--- config.mk ---
export PLATFORM = sky130hd
export DESIGN_NAME = operand_bypass_unit
export DESIGN_NICKNAME = d
export VERILOG_FILES = /design/src/rtl/operand_bypass_unit.sv
export SDC_FILE = /design/constraint.sdc
export NUM_CORES = 1
export LEC_CHECK = 0
export CORE_AREA = 4 4 101 103
export DETAILED_ROUTE_END_ITERATION = 8
export DIE_AREA = 0 0 105 107
export MAX_ROUTING_LAYER = met4
export PLACE_DENSITY = 0.81
export SYNTH_ARGS = -nofsm -noshare
export SYNTH_HDL_FRONTEND = slang
export SYNTH_SLANG_ARGS = --single-unit
--- constraint.sdc ---
create_clock -name clk -period 5.69 [get_ports clk]
set_clock_uncertainty 0.05 [all_clocks]
set_input_delay 1.4225 -clock clk [delete_from_list [all_inputs] [get_ports clk]]
set_output_delay 1.4225 -clock clk [all_outputs]
set_load 0.01 [all_outputs]
--- src/rtl/operand_bypass_unit.sv ---
// Execute-stage operand bypass (M over W over regfile) with load-use and mul/div stall control.
// Selects, data and stall outputs are combinational; mul/div occupancy and stall statistics are registered.
module operand_bypass_unit #(
  parameter int DATA_W     = 32,
  parameter int REG_ADDR_W = 5,
  parameter int NUM_SRC    = 2,
  parameter int MD_LAT     = 4,
  parameter int CNT_W      = 16
) (
  input  logic                          clk,
  input  logic                          rst_n,
  input  logic [NUM_SRC*REG_ADDR_W-1:0] rs_e,
  input  logic [NUM_SRC*DATA_W-1:0]     reg_data_e,
  input  logic [NUM_SRC*REG_ADDR_W-1:0] rs_d,
  input  logic [NUM_SRC-1:0]            src_used_d,
  input  logic                          md_use_d,
  input  logic [REG_ADDR_W-1:0]         rd_e,
  input  logic                          mem_to_reg_e,
  input  logic                          md_start_e,
  input  logic [REG_ADDR_W-1:0]         rd_m,
  input  logic                          reg_write_m,
  input  logic [DATA_W-1:0]             alu_out_m,
  input  logic [REG_ADDR_W-1:0]         rd_w,
  input  logic                          reg_write_w,
  input  logic [DATA_W-1:0]             result_w,
  input  logic                          clr_stats,
  output logic [NUM_SRC*DATA_W-1:0]     src_data_e,
  output logic [NUM_SRC*2-1:0]          fwd_sel_e,
  output logic                          stall_f,
  output logic                          stall_d,
  output logic                          flush_e,
  output logic                          md_busy,
  output logic                          md_done,
  output logic                          md_issue_err,
  output logic [CNT_W-1:0]              stall_cycles
);

  localparam int MD_CNT_W = $clog2(MD_LAT + 1);

  logic [MD_CNT_W-1:0] md_cnt;
  logic [NUM_SRC-1:0]  lu_hit;
  logic                lu;
  logic                mh;
  logic                stall;

  for (genvar i = 0; i < NUM_SRC; i++) begin : g_src
    logic [REG_ADDR_W-1:0] rs;
    logic                  fwd_m;
    logic                  fwd_w;

    assign rs    = rs_e[i*REG_ADDR_W +: REG_ADDR_W];
    // $zero is never forwarded: writes to it are discarded by the register file.
    assign fwd_m = (rs != '0) && reg_write_m && (rd_m == rs);
    assign fwd_w = (rs != '0) && reg_write_w && (rd_w == rs);

    assign fwd_sel_e[2*i +: 2] = fwd_m ? 2'b10 : (fwd_w ? 2'b01 : 2'b00);
    assign src_data_e[i*DATA_W +: DATA_W] = fwd_m ? alu_out_m :
                                            (fwd_w ? result_w : reg_data_e[i*DATA_W +: DATA_W]);
    assign lu_hit[i] = src_used_d[i] && (rs_d[i*REG_ADDR_W +: REG_ADDR_W] == rd_e);
  end

  assign lu      = mem_to_reg_e && (rd_e != '0) && (|lu_hit);
  assign md_busy = (md_cnt != '0);
  assign md_done = (md_cnt == MD_CNT_W'(1));
  assign mh      = md_busy && md_use_d;
  assign stall   = lu || mh;
  assign stall_f = stall;
  assign stall_d = stall;
  assign flush_e = stall;

  // A start during the last busy cycle is still rejected; the unit frees one cycle later.
  always_ff @(posedge clk or negedge rst_n) begin
    if (!rst_n) begin
      md_cnt       <= '0;
      md_issue_err <= 1'b0;
    end else begin
      if (md_start_e && !md_busy) begin
        md_cnt <= MD_CNT_W'(MD_LAT);
      end else if (md_busy) begin
        md_cnt <= md_cnt - MD_CNT_W'(1);
      end
      if (md_start_e && md_busy) begin
        md_issue_err <= 1'b1;
      end
    end
  end

  always_ff @(posedge clk or negedge rst_n) begin
    if (!rst_n) begin
      stall_cycles <= '0;
    end else if (clr_stats) begin
      stall_cycles <= '0;
    end else if (stall_d && (stall_cycles != '1)) begin
      stall_cycles <= stall_cycles + CNT_W'(1);
    end
  end

endmodule

# Yosys cells after proc, flatten, opt, wreduce, memory -nomap -nowiden
# Index checks and enable logic that the tools add are counted.
# totals
out_inout_bits	90
input_bits	173
reg_bits	20
elab_cells	50
# op_classes
eq_ne	8
n_mux	12
n_reduce_logical	25
n_addsub	2
# ops
cell	count
32-bit 2-to-1 mux	4
16-bit 2-to-1 mux	2
5-bit == test	6
16-bit by 1-bit adder with 16-bit output, second input constant	1
1-bit logical AND	16
16-bit != test, second input constant	1
5-bit nonzero test	3
3-bit 2-to-1 mux	2
2-bit 2-to-1 mux	2
2-bit nonzero test	2
3-bit by 1-bit == test with 1-bit output, second input constant	1
3-bit nonzero test	1
3-bit by 1-bit subtractor with 3-bit output, second input constant	1
1-bit 2-to-1 mux	2
2-bit OR reduction	1
1-bit logical NOT	1
1-bit logical OR	1

# Depth between registers and ports, before layout
# logic_depth
ltp_word	8
mapped_depth	10
ltp_nobuf	8

# Worst setup path after synthesis
# Ideal clock, no wire load.
# synth_path
path_type	in2out
startpoint	input port rs_e[6]
endpoint	output port src_data_e[56]
n_path_buf	2
t_required_ns	4.218
path_stages	6
setup_slack_ns	1.425
arrival_time_ns	2.792
cell_sequence	or4_1 nor2_1 nor4_1 buf_2 buf_2 o21ai_1
# synth_between
elab_chain_len	5
elab_cells_between_ends	9
cone_classes	eq/ne (2); mux (2); reduce/logical (5)
# synth_rtl
item	line	text
start, declared	12	input logic [NUM_SRC*REG_ADDR_W-1:0] rs_e,
5-bit nonzero test	53, 54	
1-bit logical AND (2 in series)	54	assign fwd_w = (rs != '0) && reg_write_w && (rd_w == rs);
32-bit 2-to-1 mux	58	(fwd_w ? result_w : reg_data_e[i*DATA_W +: DATA_W]);
32-bit 2-to-1 mux *	57	assign src_data_e[i*DATA_W +: DATA_W] = fwd_m ? alu_out_m :
end, declared	27	output logic [NUM_SRC*DATA_W-1:0] src_data_e,
# Every way passes the cells marked *; elsewhere a longest branch is shown, timed or not.

# Worst setup path after layout
# layout_path
startpoint	input port rs_e[6]
endpoint	output port src_data_e[47]
# Same word-level chain as after synthesis.

==> impl_results.md <==
- Hold Path Class: reg -> reg
- Pin count of the biggest net entering global routing: 43
- Outcome: finished, final reports clean
- Core area: 9200 um2
- Clock root buffer: clkbuf_8
- Syn Area/Cell: 7.59 um2
- R2R Path Start: md_cnt[0]$_DFFE_PN0P_
- Cell count after synthesis: 381
- Placed cell area: 5660 um2
- Vias in the first global route: 3912
- PortBufs: 262
- Layout cell share with drive strength beyond 1: 5.35%
- Cells after DPL: 738
- Largest family of logic cells by synthesized area: multiplexers
- TritonRoute pass-1 iters: 6
- Post-cts sizing count: 0
- Met3 GRT Util: 6.50%
- First-pass GRT wire length: 22100 um
- Compound-cell area share of the yosys netlist: 18.0%
- Worst vdd ir: 163 uV
- Slew Limit Fails: 0
- Mapped cell area: 2890 um2
- Crit Path Category: in -> out
- Hold path depth: 1
- Die Y: 107 um
- Initial Utilization: 31.5%
- Final ANT Viol Nets: 0
- CP required: 4.22 ns
- RePlAce Congestion: 0.977
- Die Width: 105 um
- Met1 Use GR: 29.4%
- Top Usage Layer GRT: met2
- CTS tree: built
- R2r setup slk: 3.27 ns
- Worst EP arrival: 4.03 ns
- Most used DFF post-synth: dfrtp_1
- Sink Count: 20
- Drt wl/cell: 19.8 um
- Row count: 35
- Setup violations, final: 0
- Die area: 11200 um2
- Avg Vias per Cell: 5.25
- Final worst slack: 0.192 ns
- Hold EP: md_issue_err$_DFFE_PN0P_
- Finished Layout Cells: 748
- Most frequent cells in the layout: 262 x clkdlybuf4s50_1, 70 x nand2_1, 69 x o21ai_1
- DRC Markers: 0
- Hold_sp: md_issue_err$_DFFE_PN0P_
- Async S/R FF share, synth: 100%
- GRT overflow: 0
- Fin Setup TNS: 0 ns
- Synth Area in Simple Gates: 23.2%
- Largest buffer count on any clock path: 2
- Initial antenna violation count: 1
- Initial DRC count: 143
- # H-tree levels: 1
- Fin area: 5780 um2
- Post-cts hold buffer count: 0
- Leakage: 1.95 nW
- Worst reg2reg path endpoint: stall_cycles[8]$_DFFE_PN0P_
- Met2 usage: 43.2%
- Syn-to-layout area delta: 99.7%
- Startpoint class of the critical path: input port
- Rel. slew slack: 40.3%
- HPWL after detailed placement: 12500 um
- CTS buffer count: 3
- Final Power: 0.740 mW
- Clk_lat worst skew: 0.26 ns
- Number of synthesis warnings: 0
- Worst Reg-to-Reg Cells: 8
- Post-Route WL: 14800 um
- Critical-path maximum fanout: 21
- Worst slew pin tran: 0.893 ns
- Routed vias: 3929
- Multiplexer area fraction after synthesis: 23.3%
- XOR/XNOR Fraction of Synth Area: 10.6%
- Maxcap violations: 0
- Syn Nets: 558
- Final #Nets: 813
- Setup Buffers After CTS: 4
- Hold Slack: 0.422 ns
- Fin crit period: 5.50 ns
- P per Cell Area: 128 nW/um2
- Fmax: 182 MHz
- Seq cells post-synth: 20
- Post-route clock period utilization: 96.6%
- Clk slew on worst S/H paths: 0.07 ns
- I/O pin cnt: 263
- Adder-cell share of the synthesized area: 1.73%
- Synth unique cells: 44
- Post-synth EDFFs: 0
- Place WS: -0.0801 ns
- Worst setup EP type: primary output
- Core Util, Final: 62.8%
- Hold Violations, Final: 0
- Most common cell after layout, fill and taps aside: clkdlybuf4s50_1
- Sequential area share after synthesis: 17.3%
- Total GRT Usage: 25.4%
- RSZ-0062 raised after global routing: false
-- sequential cells by signal, indices dropped and copies added, names as in the netlist --
register,cells
stall_cycles,16
md_cnt,3
md_issue_err,1
-- worst max path at each step --
stage	startpoint	to	slack (ns)
after global routing	rs_e[6]	src_data_e[35]	0.06
after detailed placement	rs_e[3]	src_data_e[15]	-0.08
after global placement	rs_e[3]	src_data_e[15]	-0.04
after floorplan	rs_e[6]	src_data_e[56]	1.43
after CTS	rs_e[6]	src_data_e[47]	0.19
final	rs_e[6]	src_data_e[47]	0.19
-- power breakdown --
| part | leakage [nW] | internal (mW) | switching, mW |
|---|---|---|---|
| clock | 0.0357 | 0.0939 | 0.0469 |
| combinational | 1.65 | 0.250 | 0.179 |
| sequential | 0.266 | 0.157 | 0.0130 |
| total | 1.95 | 0.501 | 0.238 |
-- cells by family (layout without fill, tap and decap cells) --
logic type | Yosys count | in the layout
buffers and inverters | 33 | 287
AO/OA/AOI/OAI | 91 | 91
AND/OR/NAND/NOR | 131 | 131
flip-flops | 20 | 20
adder cells (fa/ha/maj) | 4 | 4
multiplexers | 67 | 67
XOR/XNOR | 35 | 35
other | 0 | 2
-- layout make-up --
cell class	instances	area [um2]
multi-input cells	328	2240
inverters	5	18.8
diodes	2	5.00
well taps	111	139
fillers	781	3420
clock buffers	3	41.3
flip-flops and latches	20	500
clock inverters	1	30.0
repair buffers	278	2810
-- routing by layer --
layer,share of wire [%],vias up,routed length [um]
li1,-,1863,-
met1,40,1828,5860
met2,49,198,7210
met3,8.0,40,1190
met4,3.6,0,538
met5,0,-,0
-- cells in the mapped netlist (2+ instances only) --
| cell | count | area, um2 |
|---|---|---|
| a21oi_1 | 10 | 50.1 |
| buf_1 | 4 | 15.0 |
| and3_1 | 2 | 12.5 |
| xnor2_1 | 24 | 210 |
| inv_1 | 5 | 18.8 |
| buf_4 | 7 | 52.6 |
| or4_1 | 5 | 37.5 |
| nand2_1 | 70 | 263 |
| mux2_1 | 2 | 22.5 |
| o31ai_1 | 2 | 15.0 |
| nand3_1 | 10 | 50.1 |
| nand4_1 | 7 | 43.8 |
| or3_1 | 5 | 31.3 |
| nor4_1 | 2 | 12.5 |
| ha_1 | 4 | 50.1 |
| nor2b_1 | 8 | 50.1 |
| o21ai_1 | 69 | 345 |
| o21ai_0 | 2 | 10.0 |
| xor2_1 | 11 | 96.3 |
| dfrtp_1 | 20 | 500 |
| buf_2 | 10 | 50.1 |
| nor4_4 | 2 | 42.5 |
| clkbuf_1 | 6 | 22.5 |
| mux2i_1 | 65 | 651 |
| a211oi_1 | 2 | 15.0 |
| nor2_1 | 9 | 33.8 |
-- critical path, cell delays in order --
cell	delay [ns]
clkdlybuf4s50_1	0.48
or4_1	0.55
nor2_1	0.25
nor4_4	0.11
buf_4	0.27
mux2i_1	0.16
o21ai_1	0.17
clkdlybuf4s50_1	0.60
(Power assumes the default switching activity.)
==> patch 1, RTL diff (config.mk and constraints unchanged) <==
Register the output `md_issue_err` once more, cleared by the reset; this adds one clock of latency there. The other outputs are not delayed to match.
--- a/src/rtl/operand_bypass_unit.sv
+++ b/src/rtl/operand_bypass_unit.sv
@@ -37,6 +37,8 @@
 
   localparam int MD_CNT_W = $clog2(MD_LAT + 1);
 
+  logic md_issue_err_s0;
+
   logic [MD_CNT_W-1:0] md_cnt;
   logic [NUM_SRC-1:0]  lu_hit;
   logic                lu;
@@ -72,7 +74,7 @@
   always_ff @(posedge clk or negedge rst_n) begin
     if (!rst_n) begin
       md_cnt       <= '0;
-      md_issue_err <= 1'b0;
+      md_issue_err_s0 <= 1'b0;
     end else begin
       if (md_start_e && !md_busy) begin
         md_cnt <= MD_CNT_W'(MD_LAT);
@@ -80,7 +82,7 @@
         md_cnt <= md_cnt - MD_CNT_W'(1);
       end
       if (md_start_e && md_busy) begin
-        md_issue_err <= 1'b1;
+        md_issue_err_s0 <= 1'b1;
       end
     end
   end
@@ -95,5 +97,13 @@
     end
   end
 
+  always_ff @(posedge clk or negedge rst_n) begin
+    if (!rst_n) begin
+      md_issue_err <= '0;
+    end else begin
+      md_issue_err <= md_issue_err_s0;
+    end
+  end
+
 endmodule
 
Function: changed (Yosys sat finds a counterexample within 4 cycles, from zero or initial values and one cycle with rst_n low).
==> patch 1 against the original RTL <==
  * Via count is 4.1% higher
  * Die area stayed put
  * Sequential share of layout area is 0.40 points higher
  * Sequential cell count is 1 higher
  * Routed wire length is 0.38% lower
  * Total power is 5.2% lower
  * Critical path type unchanged
  * Synthesized area is 1.7% higher
  * Combinational power is 1% lower
  * Setup slack better by 27 ps
  * Design area is 0.41% higher
==> patch 1: results (changes against the original RTL) <==
## Routing
• detailed-route via count: 4089, +4.1%
• detail-routed net length per standard cell: 19.16 µm, -3.1%
• TritonRoute pass-1 iters: 5, -1
• starting DRC count in detailed routing: 191, +34%

## Placed design
• number of instances in the placed design: 760, +3.0%
• final weighted congestion of routability-driven global placement: 1.001, +2.4%
• area of placed instances: 5722 µm², +1.1%
• Detailed Place HPWL: 12.19 mm, -2.2%

## Clock tree
• Root Buffer Master: sky130_fd_sc_hd__clkbuf_8
• CTS max path bufs: 2, unchanged

## Yosys
• commonest cells in the synthesized netlist: 71 x sky130_fd_sc_hd__nand2_1, 67 x sky130_fd_sc_hd__o21ai_1, 65 x sky130_fd_sc_hd__mux2i_1
• share of the yosys chip area belonging to registers: 0.1786, +0.005561
• unique cell type count in the Yosys netlist: 41, -6.8%
• Mapped Cells: 399, +4.7%
• syn nets: 576, +3.2%
• cells taking the most area after synthesis: sky130_fd_sc_hd__mux2i_1 22%, sky130_fd_sc_hd__dfrtp_1 18%, sky130_fd_sc_hd__o21ai_1 11%, sky130_fd_sc_hd__nand2_1 9.1%, sky130_fd_sc_hd__xnor2_1 5.7%

## Setup path
• peak fanout along the critical path: 46, +120%
• maximum single-stage delay on the critical path: 590 ps
• Arr. time, crit path: 4000 ps, -30 ps

## Power and ir drop
• switching power total: 0.0002380 W, -0.19%
• worst voltage drop across the vdd grid: 0.1783 mV, +9.5%
• leakage power: 1.941 nW, -0.67%

## Run status
• status: finished clean

## GRT
• total track usage: 0.2537, -0.0005926
• largest net degree at the start of global routing: 61, +42%
• vias in the first global route: 4002, +2.3%
• first-pass GRT wire length: 22.20 mm, +0.38%

## Cells and area
• count of placed standard cells in the final layout, fillers left out: 769, +2.8%
• post-layout net count: 835, +2.7%
• leading registers by flop count: stall_cycles (16), md_cnt (3)
• number of fillers in the final layout: 789, +1.0%
• fin util: 0.6307, +0.002585
• layout cells sized above 1: 0.06393, +0.01038

## Timing
• Worst Max-Slew Pin Slew: 961.1 ps, +68.20 ps

[patch 1: changes by cell type in the layout (fill, tap and decap cells not counted), sizes merged, moves of 2 or more]
cell   before  now
a21oi      10   21
mux2        2    0
or3         5   10
o21ai      72   75
nor2       10   12
nor3        2    8
nor2b       8    3
buf        16   20
and3        2    0
nand4       8   11
and2        2    0
inv         5    9
xnor2      24   19
[patch 1: per-layer routing]
layer	global-route usage	routed length [µm]
met5	-	0
met2	0.4436	7327
met1	0.2988	5872
met4	0.07029	416
met3	0.04816	1119
[patch 1: cells by family (layout without fill, tap and decap cells)]
family                   Yosys count  count (layout)  synth area share
XOR/XNOR                          30              30           0.08929
AND/OR/NAND/NOR                  138             138            0.2330
other                              0               1                 0
AO/OA/AOI/OAI                    104             104            0.1956
adder cells (fa/ha/maj)            4               4           0.01701
flip-flops                        21              21            0.1786
buffers and inverters             37             295           0.06547
multiplexers                      65              65            0.2211
[patch 1: area by class of cell]
cell class / count / share of cell area
flip-flops and latches: 21 / 0.09060
repair buffers: 282 / 0.4845
multi-input cells: 341 / 0.3868
clock inverters: 1 / 0.0008628
diodes: 1 / 0.0004314
inverters: 9 / 0.005824
clock buffers: 3 / 0.007118
well taps: 111 / 0.02394
[patch 1: stage by stage]
step | hold WS [ps] | setup WS [ps] | total power [W]
after floorplan | 305.4 | 1476 | 0.0003423
after detailed placement | 329.1 | -156.9 | 0.0006019
after CTS | 342.1 | 239.2 | 0.0007046
after global routing | 355.6 | 114.3 | 0.0007459
after global placement | 311.1 | -101.2 | 0.0005897
final | 339.9 | 218.5 | 0.0007008
[patch 1: power groups by stage]
| stage | Clock [W] | Sequential, W | Combinational [W] |
|---|---|---|---|
| 3_5_place_dp | 0 | 0.000181 | 0.000421 |
| 4_1_cts | 0.000102 | 0.000178 | 0.000425 |
| 6_report | 0.000100 | 0.000178 | 0.000423 |
| 2_1_floorplan | 0 | 0.000180 | 0.000163 |
| 3_3_place_gp | 0 | 0.000180 | 0.000410 |
| 5_1_grt | 0.000109 | 0.000181 | 0.000456 |
[patch 1: worst paths after layout]
| check | start | endpoint | slack (ps) | cells past startpoint |
|---|---|---|---|---|
| worst max-delay path | rs_e[6] | src_data_e[54] | 220 | 8 |
| worst max register to register | md_cnt[0] | stall_cycles[13] | 3490 | 8 |
| worst min-delay path | md_issue_err_s0 | md_issue_err | 340 | 0 |
| worst min register to register | md_issue_err_s0 | md_issue_err | 340 | 0 |
| max in group asynchronous | rst_n | stall_cycles[1] | 3370 | 1 |
| min in group asynchronous | rst_n | stall_cycles[12] | 1640 | 1 |
[patch 1: what timing repair did]
action                     in CTS  in global routing
buffers inserted                4                  0
setup endpoints to repair      22                  0
resized for setup               0                  0
==> patch 2, RTL diff (same settings) <==
Without the edit above. Set the parameter `MD_LAT` to 16 (it was 4).
--- a/src/rtl/operand_bypass_unit.sv
+++ b/src/rtl/operand_bypass_unit.sv
@@ -4,7 +4,7 @@
   parameter int DATA_W     = 32,
   parameter int REG_ADDR_W = 5,
   parameter int NUM_SRC    = 2,
-  parameter int MD_LAT     = 4,
+  parameter int MD_LAT     = 16,
   parameter int CNT_W      = 16
 ) (
   input  logic                          clk,
Formal check against the unedited RTL: not equivalent (a bounded check fails within 10 cycles, from zero or initial values and one cycle with rst_n low).
==> patch 2 against the original RTL <==
  * Design area rose by 2.9%
  * Routed wire length grew 11%
  * Die area stayed put
  * Total power up 6.2%
  * Sequential cell count is 2 higher
  * Setup slack worse by 98 ps
  * Worst hold slack worse by 0.68 ps
  * Core utilization grew 1.8 points
  * Synthesized area increased by 4.9%
  * Global-route usage is 3.2 points higher
  * Clock power is 6% higher
  * Critical path type unchanged
  * Highest routed layer unchanged
==> patch 2: results (changes against the original RTL) <==
## Yosys
• commonest cells in the synthesized netlist: 75 x sky130_fd_sc_hd__nand2_1, 66 x sky130_fd_sc_hd__mux2i_1, 65 x sky130_fd_sc_hd__o21ai_0
• synthesized-area fraction occupied by xor and xnor cells: 0.09233, -0.01364
• cells taking the most area after synthesis: sky130_fd_sc_hd__mux2i_1 22%, sky130_fd_sc_hd__dfrtp_1 18%, sky130_fd_sc_hd__o21ai_0 11%, sky130_fd_sc_hd__nand2_1 9.3%, sky130_fd_sc_hd__xnor2_1 6.3%
• fraction of synthesized area in multiplexers: 0.2214, -0.01135
• share of the yosys chip area belonging to registers: 0.1814, +0.008358
• synthesized-area fraction occupied by ao, oa, aoi and oai cells: 0.1822, +0.001830
• syn nets: 573, +2.7%
• unique cell type count in the Yosys netlist: 43, -2.3%

## Cells and area
• Synth-to-Final Area Change: 95.88%
• leading registers by flop count: stall_cycles (16), md_cnt (5), md_issue_err (1)
• number of fillers in the final layout: 810, +3.7%

## Power and ir drop
• leakage power: 2.025 nW, +3.6%
• portion of total power attributed to combinational logic: 0.542, -0.038
• switching share of total power: 0.3332, +0.01074
• clock group total power: 0.000149 W, +6%

## Setup path
• peak fanout along the critical path: 6, -71%
• Arr. time, crit path: 4120 ps, +90 ps
• endpoint of the worst-slack reg-to-reg timing path: stall_cycles[14]

## Placed design
• area of placed instances: 5818 µm², +2.8%
• number of instances in the placed design: 763, +3.4%
• Detailed Place HPWL: 13.62 mm, +9.3%

## Routing
• total wire length after detailed routing: 16.48 mm, +11%
• detail-routed via count per cell: 5.250, about the same
• detailed-route via count: 4058, +3.3%
• starting DRC count in detailed routing: 176, +23%

## GRT
• total track usage: 0.2860, +0.03165
• met2 track demand over resource in global routing: 0.4899, +0.05775
• met1 track demand over resource: 0.3385, +0.04420

## Clock tree
• post-CTS setup buffers: 6, +2
• CTS-repair resized insts: 2, +2

## Timing
• Worst Max-Slew Pin Slew: 1013 ps, +120.0 ps
• final critical delay including setup and external delays: 5596 ps, +98.12 ps

## Run status
• status: finished clean

[patch 2: changes by cell type after synthesis, moves of 7 or more]
| cell | unedited run | this run |
|---|---|---|
| sky130_fd_sc_hd__o21ai_0 | 2 | 65 |
| sky130_fd_sc_hd__o21ai_1 | 69 | 8 |
| sky130_fd_sc_hd__a21oi_1 | 10 | 18 |
| sky130_fd_sc_hd__or3_2 | 0 | 8 |
| sky130_fd_sc_hd__clkbuf_1 | 6 | 13 |
[patch 2: layer usage]
layer	vias to the layer above	wire length [µm]
li1	1950	-
met1	1896	6751
met2	180	8099
met3	32	990
met4	0	642
met5	-	0
[patch 2: cell type report]
cell class                 count  area share
sequential                    22     0.09259
inverter                       6    0.003788
clock buffer                   3    0.006944
multi-input combinational    340      0.3897
clock inverter                 1    0.005051
tap                          111     0.02336
timing repair buffer         290      0.4785
